File: config.mk
export PLATFORM = sky130hd
export DESIGN_NAME = memory_loader_10w_flat
export DESIGN_NICKNAME = d
export VERILOG_FILES = /design/src/rtl/memory_loader_pkg.sv /design/src/rtl/memory_loader_10w_if.sv /design/src/rtl/memory_loader_packer.sv /design/src/rtl/memory_loader_10w.sv /design/src/flat_wrapper.sv
export SDC_FILE = /design/constraint.sdc
export NUM_CORES = 1
export LEC_CHECK = 0
export ABC_AREA = 1
export BUFFER_PORTS_ARGS = -buffer_cell sky130_fd_sc_hd__clkbuf_2
export CAP_MARGIN = 20
export CORE_UTILIZATION = 59
export DETAILED_ROUTE_END_ITERATION = 8
export PLACE_DENSITY_LB_ADDON = 0.05
export SLEW_MARGIN = 20
export SYNTH_ARGS = -nofsm -noshare
export SYNTH_HDL_FRONTEND = slang
export SYNTH_SLANG_ARGS = --single-unit
File: constraint.sdc
create_clock -name CLOCK_50 -period 6.4 [get_ports CLOCK_50]
set_input_delay 0.32 -clock CLOCK_50 [delete_from_list [all_inputs] [get_ports CLOCK_50]]
set_output_delay 0.32 -clock CLOCK_50 [all_outputs]
set_load 0.01 [all_outputs]
File: src/rtl/memory_loader_pkg.sv
// Shared types and constants for the 10-word x 35-bit memory loader.
package memory_loader_pkg;

    typedef enum logic [1:0] {
        IDLE    = 2'd0,
        COLLECT = 2'd1,
        WRITE   = 2'd2,
        DONE    = 2'd3
    } loader_state_e;

    localparam int LOADER_DATA_W = 35;
    localparam int LOADER_ADDR_W = 4;
    localparam int LOADER_BYTES  = 5;

endpackage

File: src/rtl/memory_loader_10w_if.sv
// Byte-stream input and memory write-port bundle for the memory loader.
interface memory_loader_10w_if;
    import memory_loader_pkg::*;

    logic                     in_valid;
    logic [7:0]               in_byte;
    logic                     in_ready;
    logic                     WR;
    logic [LOADER_ADDR_W-1:0] wr_address_word;
    logic [LOADER_DATA_W-1:0] wr_data_word;

    modport master (
        output in_valid, in_byte,
        input  in_ready, WR, wr_address_word, wr_data_word
    );

    modport slave (
        input  in_valid, in_byte,
        output in_ready, WR, wr_address_word, wr_data_word
    );

endinterface

File: src/rtl/memory_loader_packer.sv
// Byte slot register that assembles little-endian bytes into one stored word.
// MEMORY_LOADER_RANGE_CHECK_EN enables the sign-extension check on the discarded top bits.
module memory_loader_packer
    import memory_loader_pkg::*;
#(
    parameter int DATA_W = LOADER_DATA_W,
    parameter int BYTES  = LOADER_BYTES
) (
    input  logic              CLOCK_50,
    input  logic              RESET,
    input  logic              clear,
    input  logic              wr_en,
    input  logic [2:0]        sel,
    input  logic [7:0]        din,
    output logic [DATA_W-1:0] word_next,
    output logic              ext_bad
);

    logic [7:0] slot_q [BYTES];
    logic [7:0] merged [BYTES];

    always_ff @(posedge CLOCK_50 or posedge RESET) begin
        if (RESET) begin
            for (int k = 0; k < BYTES; k++) slot_q[k] <= '0;
        end else if (clear) begin
            for (int k = 0; k < BYTES; k++) slot_q[k] <= '0;
        end else if (wr_en) begin
            for (int k = 0; k < BYTES; k++)
                if (sel == 3'(k)) slot_q[k] <= din;
        end
    end

    // The incoming byte is merged in so the word is complete on the cycle its last byte lands.
    always_comb begin
        for (int k = 0; k < BYTES; k++)
            merged[k] = (wr_en && sel == 3'(k)) ? din : slot_q[k];
    end

    always_comb begin
        word_next = '0;
        for (int b = 0; b < DATA_W; b++)
            word_next[b] = merged[b / 8][b % 8];
    end

`ifdef MEMORY_LOADER_RANGE_CHECK_EN
    always_comb begin
        ext_bad = 1'b0;
        for (int b = DATA_W; b < 8 * BYTES; b++)
            if (merged[b / 8][b % 8] != merged[(DATA_W - 1) / 8][(DATA_W - 1) % 8])
                ext_bad = 1'b1;
    end
`else
    assign ext_bad = 1'b0;
`endif

endmodule

File: src/rtl/memory_loader_10w.sv
// Fill stage: packs a byte stream into 35-bit words and writes addresses 0..WORDS-1.
// err is only ever set when MEMORY_LOADER_RANGE_CHECK_EN is defined.
//
// state   | meaning
// IDLE    | waiting for start, in_ready low
// COLLECT | accepting bytes of the current word
// WRITE   | single-cycle WR strobe for the packed word
// DONE    | single-cycle done pulse, then IDLE
module memory_loader_10w
    import memory_loader_pkg::*;
#(
    parameter int WORDS  = 10,
    parameter int DATA_W = LOADER_DATA_W
) (
    input  logic                CLOCK_50,
    input  logic                RESET,
    input  logic                start,
    memory_loader_10w_if.slave  bus,
    output logic                busy,
    output logic                done,
    output logic                err
);

    localparam int BYTES = (DATA_W + 7) / 8;

    loader_state_e            state_q, state_d;
    logic [2:0]               byte_cnt_q;
    logic [LOADER_ADDR_W-1:0] addr_q, wr_addr_q;
    logic [DATA_W-1:0]        wr_data_q, word_next;
    logic                     err_q, ext_bad;
    logic                     start_load, accept, last_byte;

    assign start_load = (state_q == IDLE) && start;
    assign accept     = (state_q == COLLECT) && bus.in_valid;
    assign last_byte  = accept && (byte_cnt_q == 3'(BYTES - 1));

    memory_loader_packer #(.DATA_W(DATA_W), .BYTES(BYTES)) u_packer (
        .CLOCK_50  (CLOCK_50),
        .RESET     (RESET),
        .clear     (start_load),
        .wr_en     (accept),
        .sel       (byte_cnt_q),
        .din       (bus.in_byte),
        .word_next (word_next),
        .ext_bad   (ext_bad)
    );

    always_ff @(posedge CLOCK_50 or posedge RESET) begin
        if (RESET) state_q <= IDLE;
        else       state_q <= state_d;
    end

    always_comb begin
        state_d = state_q;
        case (state_q)
            IDLE:    if (start) state_d = COLLECT;
            COLLECT: if (last_byte) state_d = WRITE;
            WRITE:   state_d = (addr_q == LOADER_ADDR_W'(WORDS - 1)) ? DONE : COLLECT;
            DONE:    state_d = IDLE;
            default: state_d = IDLE;
        endcase
    end

    // Write address/data are captured with the last byte so they hold until the next write.
    always_ff @(posedge CLOCK_50 or posedge RESET) begin
        if (RESET) begin
            byte_cnt_q <= '0;
            addr_q     <= '0;
            wr_addr_q  <= '0;
            wr_data_q  <= '0;
            err_q      <= 1'b0;
        end else begin
            if (start_load) begin
                byte_cnt_q <= '0;
                addr_q     <= '0;
                err_q      <= 1'b0;
            end
            if (accept)
                byte_cnt_q <= last_byte ? 3'd0 : byte_cnt_q + 3'd1;
            if (last_byte) begin
                wr_addr_q <= addr_q;
                wr_data_q <= word_next;
                if (ext_bad) err_q <= 1'b1;
            end
            if (state_q == WRITE && addr_q != LOADER_ADDR_W'(WORDS - 1))
                addr_q <= addr_q + 1'b1;
        end
    end

    assign bus.in_ready        = (state_q == COLLECT);
    assign bus.WR              = (state_q == WRITE);
    assign bus.wr_address_word = wr_addr_q;
    assign bus.wr_data_word    = wr_data_q;
    assign busy                = (state_q != IDLE);
    assign done                = (state_q == DONE);
    assign err                 = err_q;

endmodule

File: src/flat_wrapper.sv
// flat-port wrapper written by rule: the top's interface ports become plain ports
module memory_loader_10w_flat import memory_loader_pkg::*;
#(
    parameter int WORDS  = 10,
    parameter int DATA_W = LOADER_DATA_W
)
  (CLOCK_50, RESET, start, busy, done, err, bus_in_valid, bus_in_byte, bus_in_ready, bus_WR, bus_wr_address_word, bus_wr_data_word);
  memory_loader_10w_if bus_i ();
  input  logic CLOCK_50;
  input  logic RESET;
  input  logic start;
  output logic busy;
  output logic done;
  output logic err;
  input wire logic [$bits(bus_i.in_valid)-1:0] bus_in_valid;
  input wire logic [$bits(bus_i.in_byte)-1:0] bus_in_byte;
  output wire logic [$bits(bus_i.in_ready)-1:0] bus_in_ready;
  output wire logic [$bits(bus_i.WR)-1:0] bus_WR;
  output wire logic [$bits(bus_i.wr_address_word)-1:0] bus_wr_address_word;
  output wire logic [$bits(bus_i.wr_data_word)-1:0] bus_wr_data_word;
  assign bus_i.in_valid = bus_in_valid;
  assign bus_i.in_byte = bus_in_byte;
  assign bus_in_ready = bus_i.in_ready;
  assign bus_WR = bus_i.WR;
  assign bus_wr_address_word = bus_i.wr_address_word;
  assign bus_wr_data_word = bus_i.wr_data_word;
  memory_loader_10w #(.WORDS(WORDS), .DATA_W(DATA_W)) u_core (.CLOCK_50(CLOCK_50), .RESET(RESET), .start(start), .bus(bus_i), .busy(busy), .done(done), .err(err));
endmodule
==> reports/results.txt, run 1 <==
The flow ran to the end, and the final reports show no timing, DRC or antenna violations. The die is 80.4 um wide. TritonCTS created 9 clock buffers. The die footprint was 6460 sq um; the final RePlAce weighted congestion was 0.849. Clock-pin slew was measured on the worst setup and hold paths at 0.08 ns. In this run the worst hold path is classified as in -> async.

After clock tree synthesis, the repair step resized 0 gates. The clock tree synthesis step divided the H-tree into 3 levels. The internal cell power was 0.00110 W; the count of buffers inserted at the top-level ports was 54. The final clock skew was 0.0115 ns. The area growth from synthesis to layout is 14.0%. TritonCTS built the clock tree. In the layout the commonest cells are nand2_1 (160), dfrtp_1 (80), clkbuf_2 (54). Once detailed placement completed, the half-perimeter wirelength came to 5.61 mm. Buffers added to address setup during post-CTS repair amount to 0. The critical path is of the reg -> reg type.

For this run, design rule violations remaining after detail routing come to 0. Summing every instance area after synthesis gives 3620 sq um. CTS saw 80 sinks. After clock tree synthesis, the flow added hold-fix buffers numbering 0. STA classifies the critical path endpoint as a register. The largest net degree at the start of global routing was 81; the post-synthesis area per instance was 8.25 sq um. After synthesis, the netlist uses 21 different library cells. Based on the critical path, the design can be clocked at up to 333 MHz.

The cell count after synthesis came out at 439. The total count of max-transition violations in the final report came out at 0. Least setup slack across all paths after layout: 3.39 ns. The core region is 5920 sq um. The total via count in the routed design was 3083. The run gives 0.36 ns as the clock latency at the later pin of the worst-skew pair.

Height of the die: 80.4 um. The count of nets left with antenna violations once routing finished came out at 0. In this run the clock root is driven by a clkbuf_8. The leakage power summed over all cells is 2.17 nW, and the share of post-route cells with drive strength above 1 is 16.8%. The number of maximum-capacitance constraint violations came out at 0. Summed over its instances, the top area cell type makes up 55.2% of the synthesized netlist area.

Walking the worst path, the cells encountered are inv_2 > nand3_2 > nor2_4 > inv_2 > nand2_1 > nand2_1. Following the worst setup path forward leads to its endpoint at u_core.bus.wr_data_word[12]. The logs give 0.000242 V for the peak supply drop and 458 for the number of nets produced by synthesis. The tools report the wire length of the first global-routing pass as 13.9 mm. The run gives 3.39 ns as the worst-case register-to-register setup slack. The library cell used most frequently in the layout, excluding fill and tap cells, is nand2_1.

The slowest stage cell on the critical path was nor2_4. The cell count of the worst reg-to-reg path is 6. After synthesis, the cell types taking the most area are dfrtp_1 (55%), nand2_1 (17%), o21ai_0 (7.0%). The detailed-route vias per instance is 5.41.

In the finished design, the share of the clock period the worst path needs comes to 47.0%. The source of the critical timing path was u_core.state_q[1]. On the worst path, the slowest cell contributes a delay of 0.92 ns. Setup repair after global routing left no endpoint under its margin. The areal power density over the cells was 430 nW/um^2. The number of global-route vias before repair was 2777.

Prior to clock tree synthesis, the placed netlist has a worst setup slack of 3.45 ns. In this run the count of I/O pins placed on the die edge is 56. The share of total power dissipated in sequential elements is 43.6%.

The shortest period the worst path allows works out to 3.01 ns. Final hold violation count: 0. The final routed wirelength across all metal layers came out at 8.86 mm. Summed over all nets, the switching power comes to 0.000679 W. Worst endpoint required time: 6.61 ns. The worst pin sits at a relative slew slack of 43.5%.

Deepest clock path buffer count: 2. Total power for the finished layout comes to 0.00178 W. Relative contribution of the clock network to total power: 21.9%. The initial antenna violation count is 0, and the switching part of the total is 38.2%.

The final global-route overflow total was 0; the slew at the pin with the worst max-slew slack was 0.846 ns. The cell type with the largest total area after synthesis was dfrtp_1. In this run, the number of DRC markers left after iteration 0 of detailed routing was 301.

For this configuration, the core starts out at a cell density of 61.2%. The synthesized design contains 80 register bits. The biggest fanout along the worst timing path is 46. The run gives 509 as the final layout net count. 0 antenna diodes ended up in the layout. Summing the sequential cell areas from Yosys gives 55.2% of the chip area.

STA classifies the critical path startpoint as a register. In this run the critical register-to-register path is launched from u_core.state_q[1]. Yosys printed 0 warnings.

The worst register-to-register path ends at u_core.bus.wr_data_word[12]. The pre-antenna-repair detailed-routing pass consisted of 5 iterations. The global routing usage summed across all routing layers is 29.6%, and the worst path arrival time is 3.22 ns. The total number of placement rows was 28.

Setup violations remaining at the end of the flow were counted as 0. The fraction of power consumed by combinational cells is 34.6%. The detailed-route wire length per cell came out at 15.5 um. After routing, the total negative slack on setup checks comes to 0 ns.
## Yosys cell counts
library cell,count
o22ai_1,3
xnor2_1,1
o21ai_0,51
clkbuf_1,1
o21ai_2,3
inv_1,49
inv_2,3
conb_1,1
nor2_2,4
xor2_1,1
dfrtp_1,80
buf_2,13
nand4_1,1
o21ai_1,17
ha_1,7
buf_4,1
nand3_2,1
nand2_1,160
nor2_4,1
nor2_1,2
nand3_1,39
## registers in the layout (all words and copies together) (netlist names)
signal                      cells
u_core.byte_cnt_q               3
u_core.addr_q                   4
u_core.u_packer.slot_q         32
u_core.bus.wr_address_word      4
u_core.state_q                  2
u_core.bus.wr_data_word        35
## layer usage
layer  GRT usage (%)  part of all wire [%]
met5               0                     0
met4            12.0                   2.9
met3            5.11                   8.4
met2            45.6                    45
met1            41.4                    43
## power groups by stage
stage | logic [W] | registers [W] | clock network [W]
floorplan | 0.000359 | 0.000816 | 0
global placement | 0.000582 | 0.000773 | 0
detailed placement | 0.000605 | 0.000782 | 0
CTS | 0.000615 | 0.000775 | 0.000386
global route | 0.000698 | 0.000794 | 0.000405
finish | 0.000614 | 0.000774 | 0.000388
## layout make-up
type / count / area [sq um]
clock buffer: 12 / 155
inverter: 52 / 195
sequential: 80 / 2000
timing repair buffer: 55 / 282
tap: 75 / 93.8
multi-input combinational: 292 / 1350
fill: 486 / 1790
clock inverter: 4 / 52.6
## worst min-delay path by stage
stage | to | cells past startpoint
after floorplan | u_core.u_packer.slot_q[10] | 2
after global placement | u_core.bus.wr_address_word[3] | 2
after detailed placement | u_core.bus.wr_address_word[3] | 2
after CTS | u_core.state_q[0] | 3
after global routing | u_core.u_packer.slot_q[36] | 3
final | u_core.u_packer.slot_q[36] | 3
## cell families (layout without fill, tap and decap cells)
logic type      after synthesis  after routing  synth area share, %
simple gates                208            208                 23.6
xor+xnor                      2              2                0.484
fa+ha+maj                     7              7                 2.42
other cells                   1              1                0.103
buf+inv                      67            123                 7.49
flops                        80             80                 55.2
compound gates               74             74                 10.6
## through the flow
step           area [sq um]  hold slack (ns)  util (%)  instances
3_3_place_gp           3920            0.460      66.2        554
4_1_cts                4130            0.226      69.7        570
6_report               4130            0.135      69.8        570
3_5_place_dp           3920            0.461      66.2        554
5_1_grt                4130            0.183      69.8        570
2_1_floorplan          3620            0.441         -        439
## worst max-delay path: cells and delay by family, from the launching register on
family	cells	cell delay (ns)
and+or+nand+nor	4	1.79
buffers and inverters	2	0.64
DFF	1	0.42
(Power assumes the default switching activity.)
==> run 2: changes to the inputs <==
- ABC_AREA: 1 -> 0
- CORE_UTILIZATION: 59 -> 51
- clock period: 6.4 -> 2.7 ns (I/O delays scaled with it)
==> run 2 against run 1 <==
Against the previous run: critical path depth did not move; core utilization fell by 9.3 points; first-iteration DRC count fell by 51%; clock-buffer cell count did not move; via count fell by 23%; synthesized cell count fell by 32%; global-route usage fell by 8.3 points; synthesized area fell by 0.97%; wire length fell by 21%; maximum frequency rose by 47%; sequential share of layout area rose by 0.24 points; critical path type unchanged; critical endpoint is now u_core.bus.wr_data_word[29].
==> reports/results.txt, run 2 <==
The flow ran to the end, and the final reports show no timing, DRC or antenna violations. The HPWL after detailed placement is 4.67 mm (-17%), and the relative contribution of the clock network to total power is 24.1% (+2.2 points). The count of boundary I/O pins is 56 (unchanged), and the pre-CTS worst setup slack is 0.657 ns (-2.79 ns). Synthesized area: 3590 sq um (-0.97%).

Number of maximum-capacitance constraint violations: 0 (unchanged). The CTS sink count was 80 (unchanged). The tools report the source of the critical timing path as u_core.byte_cnt_q[0]. On the critical path, the stage with the largest delay is an instance of dfrtp_1. The total count of max-transition violations in the final report is 0 (unchanged), and the die width is 85.9 um (+6.9%). The count of routing violations after the opening detailed-route iteration is 146 (-51%), and the detailed-route vias per instance is 5.32 (-1.7%).

For the count of non-filler cells in the finished layout, the log shows 448 (-21%). The run gives 2.93 ns (-3.68 ns) as the worst endpoint required time. The post-CTS setup repair buffer count was 0 (unchanged); the global routing usage summed across all routing layers was 21.3% (-8.3 points). The final-report setup violation count was 0 (unchanged).

The run gives 55.8% (+0.54 points) as the share of the yosys chip area belonging to registers. The final layout net count is 367 (-28%). The leakage power summed over all cells was 2.03 nW (-6.7%). Peak supply drop: 0.000506 V (+110%). Slew at the pin with the worst max-slew slack: 0.789 ns (-0.0566 ns). The number of enable flip-flop cells after synthesis is 0 (unchanged). Post-synthesis area per instance: 12.0 sq um (+46%). The tools report the final routed wirelength across all metal layers as 6.95 mm (-21%).

The shortest period the worst path allows was 2.05 ns (-0.956 ns). The initial core utilization is 52.8% (-8.4 points). TritonCTS built the clock tree. Ratio of final minimum period to clock period: 75.9% (+29 points). The switching power total is 0.00141 W (+110%). The worst min-delay path class is in -> reg. The number of synthesized register bits works out to 80 (unchanged).

The tools report the final clock skew as 0.00765 ns (-0.00382 ns). The largest total area in the synthesized netlist belongs to dfrtp_1. The share of the synthesized area in the top cell type was 55.8% (+0.54 points).

The most frequent cell after synthesis is dfrtp_1. The critical path is of the reg -> reg type. The delay of the slowest cell on the worst path came out at 0.43 ns (-0.49 ns).

After synthesis, the cell types taking the most area are dfrtp_1 (56%), mux2_2 (15%), nand2_1 (4.1%). Traced cell by cell, the critical path runs through inv_1 > ha_1 > nand2_1 > nor2_4 > buf_4 > mux2_2. For the die footprint, the log shows 7380 sq um (+14%).

For the achievable clock frequency, the log shows 488 MHz (+47%). The worst setup path is launched from a register. Total of warnings raised by yosys: 0 (unchanged). Final global-route overflow total: 0 (unchanged). The library cells used most frequently in the layout, excluding fill and tap cells, are dfrtp_1 (80), clkbuf_2 (54), mux2_2 (47).

The clock root buffer is clkbuf_8. The run gives 0 (unchanged) as the DRC violation count after routing. The switching part of the total works out to 32.6% (-5.6 points). TritonCTS buffer count: 9 (unchanged). In this design, the largest share of critical-path delay is due to flip-flops. The total instance count after detailed placement is 432 (-22%), and the cell count of the worst reg-to-reg path is 6 (unchanged).

The fraction of power consumed by combinational cells is 32.0% (-2.6 points). The post-synthesis cell count is 298 (-32%), and the worst hold-check slack is 0.0993 ns (-0.0354 ns). The deepest clock path buffer count came out at 2 (unchanged). The type of element capturing the critical path is a register. The setup TNS after final layout was 0 ns (unchanged). The least setup slack across all paths after layout was 0.650 ns (-2.74 ns).

The internal cell power was 0.00291 W (+160%). The total buffers and inverters traversed by the critical path came out at 2 (unchanged). Fraction of registers with async set or reset after synthesis: 100% (unchanged).

The startpoint identified for the worst register-to-register timing path is u_core.byte_cnt_q[0]. Ranked by instance count, the synthesized netlist is headed by dfrtp_1 (80), mux2_2 (47), nand2_1 (39). The final RePlAce weighted congestion is 0.849 (unchanged), and the antenna diode count is 0 (unchanged).

Relative to the synthesized area, the layout overhead comes to 14.5%. The sequential power share is 44.0% (+0.4 points), and the clock-pin transition on the worst setup and hold timing paths is 0.08 ns (about the same). For the core box area, the log shows 6790 sq um (+15%).

The worst-case register-to-register setup slack came out at 0.65 ns (-2.74 ns). The run gives 30 (+7.1%) as the total number of placement rows. The run gives 0 (unchanged) as the final hold violation count. The tools report the post-route antenna net violation count as 0 (unchanged). The cell depth of the worst setup path was 6 (unchanged).

The tools report the end point of the critical path as u_core.bus.wr_data_word[29]. The height of the die was 85.9 um (+6.9%). Setup repair after global routing left no endpoint under its margin. The relative max-transition margin was 47.4% (+3.9 points); the flip-flop count of the largest register, all copies and words added was 35 (unchanged). The number of H-tree levels was 3 (unchanged); the clock latency at the later pin of the worst-skew pair was 0.34 ns (-0.02 ns). The run gives 2382 (-23%) as the total via count in the routed design. The detailed-route wire length per cell is 15.5 um (-0.12%), and the largest net degree at the start of global routing is 33 (-59%).

Fraction of the core area covered by cells at the end of the flow: 60.5% (-9.3 points). The worst register-to-register path ends at u_core.bus.wr_data_word[29]. The library cell used most frequently in the layout, excluding fill and tap cells, is dfrtp_1.

The number of nets produced by synthesis is 317 (-31%). The count of buffers inserted at the top-level ports came out at 54 (unchanged). The wire length of the first global-routing pass was 11.9 mm (-15%); the share of post-route cells with drive strength above 1 was 40.1% (+23 points).

For the number of different library cells in the post-synthesis netlist, the log shows 36 (+71%). Areal power density over the cells: 1050 nW/um^2 (+140%). Biggest fanout along the worst timing path: 22 (-52%). The run gives 0 (unchanged) as the initial antenna violation count. The run gives 2247 (-19%) as the number of global-route vias before repair.

The worst path arrival time was 2.28 ns (-0.94 ns); the number of search-and-repair iterations in the first detailed-routing pass was 5 (unchanged). For this run, the leading register cell type out of synthesis is dfrtp_1.
==> run 2: changes by cell type in the layout (fill, tap and decap cells not counted), sizes merged, moves of 3 or more <==
cell,previous run,this run
and2,0,3
nand2,160,39
nor2,7,3
a21oi,0,18
mux2,0,47
mux2i,0,3
buf,1,5
inv,52,6
o21ai,71,25
clkinvlp,3,0
nand3,40,26
==> run 2: metal layers <==
layer	GRT usage, %	up-vias	routed length, um
li1	-	1137	-
met1	30.7	1168	3370
met2	31.2	62	3120
met3	3.66	15	299
met4	10.6	0	168
met5	0	-	0
==> run 2: power groups by stage <==
stage / combinational (W) / sequential, W / clock [W]
after floorplan: 0.000991 / 0.00194 / 0
after global placement: 0.00137 / 0.00190 / 0
after detailed placement: 0.00139 / 0.00192 / 0
after CTS: 0.00140 / 0.00190 / 0.00107
after global routing: 0.00155 / 0.00196 / 0.00112
final: 0.00138 / 0.00190 / 0.00104
==> run 2: what timing repair did <==
action / CTS / global route
hold endpoints to repair: 17 / 0
gates resized for setup: 0 / 0
endpoints found under the setup margin: 0 / 0
hold buffers: 1 / 0
==> run 2: final cells by class <==
class	instances	area (sq um)
fillers	582	2680
flip-flops and latches	80	2000
multi-input cells	190	1410
repair buffers	60	318
clock buffers	12	145
well taps	96	120
clock inverters	3	90.1
inverters	7	27.5
==> run 2: cell families after synthesis <==
logic type | count (synthesis) | synth area share, %
DFF | 80 | 55.8
xor gates and xnor gates | 1 | 0.244
adders and majority gates | 7 | 2.44
muxes | 50 | 15.6
AOI/OAI and AO/OA | 48 | 8.89
buffers and inverters | 28 | 4.99
other | 1 | 0.105
and+or+nand+nor | 83 | 12.0
==> run 2: metrics by stage <==
| stage | instance area [sq um] | power (W) |
|---|---|---|
| finish | 4110 | 0.00431 |
| global route | 4110 | 0.00463 |
| CTS | 4110 | 0.00437 |
| detailed placement | 3860 | 0.00331 |
| global placement | 3860 | 0.00327 |
| floorplan | 3590 | 0.00293 |
==> run 2: worst min-delay path by stage <==
| stage | startpoint | to | slack (ns) | cells past startpoint |
|---|---|---|---|---|
| floorplan | bus_in_byte[2] | u_core.u_packer.slot_q[10] | 0.27 | 2 |
| global placement | RESET | u_core.u_packer.slot_q[16] | 0.08 | 2 |
| detailed placement | RESET | u_core.u_packer.slot_q[16] | 0.09 | 2 |
| CTS | start | u_core.state_q[0] | 0.09 | 3 |
| global route | bus_in_byte[7] | u_core.u_packer.slot_q[15] | 0.11 | 3 |
| finish | start | u_core.state_q[0] | 0.1 | 3 |
==> run 2: tightest hold or removal path: stages <==
cell and delay (ns):
clkbuf_2 0.10, nor2_1 0.09, o22ai_1 0.08
